## src/rtl/egress_skid_buffer.sv

```systemverilog
// egress_skid_buffer: two-entry skid buffer between the arbiter's granted FIFO head and the output port
module egress_skid_buffer #(
  parameter int NUM_REQS = 4,
  parameter int WIDTH = 128,
  parameter int CNTWID = 16,
  parameter int SRCW = (NUM_REQS > 1) ? $clog2(NUM_REQS) : 1
) (
  input  logic                       clk,
  input  logic                       rst,
  input  logic [NUM_REQS-1:0]        gnt,
  input  logic [NUM_REQS*WIDTH-1:0]  flat_data_out,
  output logic                       blk,
  output logic                       out_vld,
  input  logic                       out_rdy,
  output logic [WIDTH-1:0]           out_data,
  output logic [SRCW-1:0]            out_src,
  output logic [NUM_REQS*CNTWID-1:0] flat_pkt_cnt,
  output logic                       err
);
  typedef enum logic [1:0] {EMPTY, ONE, FULL} state_t;
  state_t state, state_d;
  logic [WIDTH-1:0] skid_data, new_data;
  logic [SRCW-1:0] skid_src, new_src;
  logic [CNTWID-1:0] cnt [NUM_REQS];
  logic any_gnt, multi, acc, xfer, ld_head, ld_skid, pop_skid;
  // descending scan so the lowest set grant bit wins when gnt is not one-hot
  always_comb begin
    new_data = '0;
    new_src = '0;
    for (int i = NUM_REQS - 1; i >= 0; i--)
      if (gnt[i]) begin
        new_data = flat_data_out[i*WIDTH +: WIDTH];
        new_src = SRCW'(i);
      end
  end
  assign any_gnt = |gnt;
  assign multi = |(gnt & (gnt - NUM_REQS'(1)));
  assign out_vld = state != EMPTY;
  assign xfer = out_vld & out_rdy;
  assign acc = any_gnt & (state != FULL);
  always_comb begin
    state_d = state;
    ld_head = 1'b0;
    ld_skid = 1'b0;
    pop_skid = 1'b0;
    case (state)
      EMPTY: begin
        ld_head = acc;
        state_d = acc ? ONE : EMPTY;
      end
      ONE: begin
        ld_head = acc & xfer;
        ld_skid = acc & ~xfer;
        state_d = acc ? (xfer ? ONE : FULL) : (xfer ? EMPTY : ONE);
      end
      FULL: begin
        pop_skid = xfer;
        state_d = xfer ? ONE : FULL;
      end
      default: state_d = EMPTY;
    endcase
  end
  always_ff @(posedge clk) begin
    if (!rst) begin
      state <= EMPTY;
      blk <= 1'b0;
      err <= 1'b0;
      out_data <= '0;
      out_src <= '0;
      skid_data <= '0;
      skid_src <= '0;
      for (int i = 0; i < NUM_REQS; i++) cnt[i] <= '0;
    end else begin
      state <= state_d;
      blk <= state_d == FULL;
      if (ld_head) begin
        out_data <= new_data;
        out_src <= new_src;
      end else if (pop_skid) begin
        out_data <= skid_data;
        out_src <= skid_src;
      end
      if (ld_skid) begin
        skid_data <= new_data;
        skid_src <= new_src;
      end
      if ((any_gnt & (state == FULL)) | multi) err <= 1'b1;
      if (xfer && cnt[out_src] != '1) cnt[out_src] <= cnt[out_src] + CNTWID'(1);
    end
  end
  for (genvar g = 0; g < NUM_REQS; g++) begin : g_cnt
    assign flat_pkt_cnt[g*CNTWID +: CNTWID] = cnt[g];
  end
endmodule

```

## config.mk

```make
export PLATFORM = sky130hd
export DESIGN_NAME = egress_skid_buffer
export DESIGN_NICKNAME = d
export VERILOG_FILES = /design/src/rtl/egress_skid_buffer.sv
export SDC_FILE = /design/constraint.sdc
export NUM_CORES = 1
export LEC_CHECK = 0
export CAP_MARGIN = 15
export CORE_AREA = 2 2 276 278
export CTS_CLUSTER_DIAMETER = 200
export DETAILED_ROUTE_END_ITERATION = 8
export DIE_AREA = 0 0 278 280
export SYNTH_ARGS = -nofsm -noshare
export SYNTH_HDL_FRONTEND = slang
export SYNTH_SLANG_ARGS = --single-unit
```

## constraint.sdc

```tcl
create_clock -name clk -period 3.2 [get_ports clk]
set_input_delay 0.96 -clock clk [delete_from_list [all_inputs] [get_ports clk]]
set_output_delay 0.96 -clock clk [all_outputs]
set_load 0.02 [all_outputs]
```

==> results.cfg, run 1 <==
[logic_synthesis]
synth_edf_count = 64
yosysSeqAreaShare = 0.4160
synth_nets = 2551
synth_flop_cell = dfxtp_1
syn_inst = 2029
synth_seq_cells = 330
synthArstFlopShare = 0
synthSimpleGateAreaFrac = 0.2104
synth_top_family_by_area = compound AO/OA/AOI/OAI gates
synth-adder-area-share = 0.002729
synth_compound_area_frac = 0.2794
synth.cell_area_um2 = 17420
muxShareOfSynthArea = 0.02456
avgSynthCellArea_um2 = 8.586
synth_xor_xnor_area_share = 0.007038
synth_cell_types = 43
yosys_warnings = 0

[final_layout]
layout_commonest_cell = clkdlybuf4s50_1
area_growth_pct = 59.52
drive_above_1_share = 0.09257
final_cells = 3724
final_util = 0.3696
final_cell_mix = clkdlybuf4s50_1, dfxtp_1, a211oi_1
nets = 3235

[clock_tree]
clockRootBuffer = clkbuf_16
clk_latency_ps = 550
cts_sinks = 330
cts.htree.levels = 2
cts_hold_buf = 0
clk_pin_slew_worst_paths_ps = 60
clock_path_buffers = 3
numCtsBuffers = 39
cts_tree = done

[sta]
period_share = 0.9529
post-route-min-period_ps = 3049
fmax_mhz = 327.9
slew_headroom = 0.3376
tightest_slew_ps = 993.6
fin_ws_ps = 150.7
rsz0062_at_grt = false
whs_ps = 486.9
fin_skew_ps = 10.54
drv_slew = 0
finalSetupViolations = 0
final_hold_viol_count = 0
setup_tns_ps = 0

[floorplan]
die_h_um = 280
ios = 716
start_util = 0.2317
die_w_um = 278
core_um2 = 75190
num_rows = 101
die-area_um2 = 77840

[placement]
dpl.cell_count = 3650
dp_slack_ps = -467.4
hpwl_um = 57660
gp_routability_congestion = 0.8433
port_buffers = 715

[grt]
grt_first_pass_wirelength_um = 115000
gr-usage-all-layers = 0.1908
grt_max_degree = 163
grt.overflow.total = 0
grt_pass1_vias = 18250
antenna_found_initial = 10

[route]
drtPass1Iterations = 7
wl_per_cell_um = 20.97
viasPerCell = 5.056
num_vias = 18830
final_antenna_net_count = 0
drc = 0
drt-initial-drc-count = 1196
wirelength_um = 78100

[power_and_ir_drop]
p_leak_nw = 9.377
switching_share = 0.3369
combPwrFrac = 0.357
p_int_w = 0.01043
peakVddDrop_mv = 0.2571
clkPwrFrac = 0.297
cellPowerDensity_nw_per_um2 = 565.9
p_switching_w = 0.005298
seq_power_share = 0.346

[critical_path]
critPathTopFamily = buffers and inverters
cp.arrival_ps = 2090
cp_cell_sequence = or2_2 > clkdlybuf4s50_1
rrSetupSlack_ps = 480
r2r-end = cnt[0][7]$_SDFFCE_PN0P_
crit_slowest_cell = clkdlybuf4s50_1
required_ps = 2240
cp_max_fo = 8
cp_num_buf_inv = 1
slowest_delay_ps = 730
start_kind = flop
path_class = flop to output port
endpoint_kind = output port
reg2reg_depth = 8

[hold_path]
hold_class = flop to flop
holdPathEnd = out_data[41]$_SDFFE_PN0N_
holdPathStages = 2
hp-start = out_data[41]$_SDFFE_PN0N_

[run]
cap_violations = 0

[outcome]
run_status = complete, no violations
## repair_timing
action,CTS,global route
setup buffers,0,0
resized for setup,0,1
setup endpoints to repair,0,12
## power groups by stage
stage	sequential, W	clock, W	combinational [W]
after floorplan	0.00590	0	0.00239
final	0.00544	0.00467	0.00561
after global placement	0.00551	0	0.00558
after global routing	0.00553	0.00495	0.00608
after detailed placement	0.00553	0	0.00563
after CTS	0.00545	0.00482	0.00566
## cell usage after synthesis (3+ instances only)
library cell | count | share of area
a211oi_1 | 255 | 0.11
a21oi_1 | 130 | 0.037
a221oi_1 | 128 | 0.064
a311oi_1 | 129 | 0.065
buf_2 | 20 | 0.0057
buf_4 | 7 | 0.0030
buf_6 | 6 | 0.0039
clkbuf_1 | 204 | 0.044
dfxtp_1 | 266 | 0.31
edfxtp_1 | 64 | 0.11
ha_1 | 3 | 0.0022
inv_1 | 8 | 0.0017
mux2i_1 | 3 | 0.0017
mux4_1 | 10 | 0.015
mux4_2 | 6 | 0.0078
nand2_1 | 139 | 0.030
nand3_1 | 135 | 0.039
nand4_1 | 3 | 0.0011
nor2_1 | 206 | 0.044
nor2b_1 | 131 | 0.047
nor3_1 | 134 | 0.038
nor4_1 | 4 | 0.0014
xnor2_1 | 13 | 0.0065
## cells by family (layout without fill, tap and decap cells)
family          after synthesis  in the layout
xor+xnor                     14             14
flops                       330            330
mux                          19             19
other cells                   0              2
simple gates                765            765
fa+ha+maj                     4              4
buf+inv                     248            963
compound gates              649            649
## cell type report
cell class / count / area [µm²]
fill: 7720 / 47400
multi-input combinational: 1451 / 9166
timing repair buffer: 883 / 8776
sequential: 330 / 7247
tap: 978 / 1224
clock buffer: 58 / 1149
clock inverter: 14 / 187.7
inverter: 8 / 37.54
antenna: 2 / 5.005
## worst reg2reg max path, cell delays in order, from the launching register on
cell and delay, ps:
dfxtp_1 350, buf_12 190, mux4_1 670, ha_1 270
nand4_1 100, or4_4 220, nand4b_4 110, nand2_1 260
buf_4 250
## per-layer routing
| metal | GRT usage | routed length (µm) | vias to the layer above |
|---|---|---|---|
| met5 | 0 | 65 | - |
| met4 | 0.07914 | 3031 | 10 |
| met3 | 0.05421 | 5942 | 123 |
| met2 | 0.3191 | 37280 | 701 |
| met1 | 0.2295 | 31770 | 8804 |
| li1 | - | - | 9191 |
## flip-flops by register name (all words and copies together), names as in the netlist, named ones only
signal,count
out_src,2
skid_src,2
state,2
cnt,64
skid_data,128
out_data,128
blk,1
err,1
## through the flow
stage / power [W] / instance area [µm²]
3_3_place_gp: 0.01109 / 26450
2_1_floorplan: 0.008294 / 17420
4_1_cts: 0.01592 / 27780
5_1_grt: 0.01656 / 27790
3_5_place_dp: 0.01116 / 26450
6_report: 0.01573 / 27790
## how the worst max path moves through the flow
stage	cells past startpoint	slack [ps]	start	to
2_1_floorplan	10	160	gnt[2]	skid_data[107]$_SDFFE_PN0P_
3_3_place_gp	12	-460	gnt[3]	out_data[25]$_SDFFE_PN0N_
3_5_place_dp	12	-470	gnt[3]	out_data[25]$_SDFFE_PN0N_
4_1_cts	2	100	state[0]$_SDFF_PN0_	out_vld
5_1_grt	2	80	state[0]$_SDFF_PN0_	out_vld
6_report	2	150	state[0]$_SDFF_PN0_	out_vld
Note: power is estimated with default switching activity, not from simulation.
==> inputs of run 2 (changes only) <==
GPL_ROUTABILITY_DRIVEN = 0   (was default)
SKIP_CTS_REPAIR_TIMING = 1   (was default)
==> results of run 2 <==
No change in the layout: final DEF, timing and power equal those of run 1.
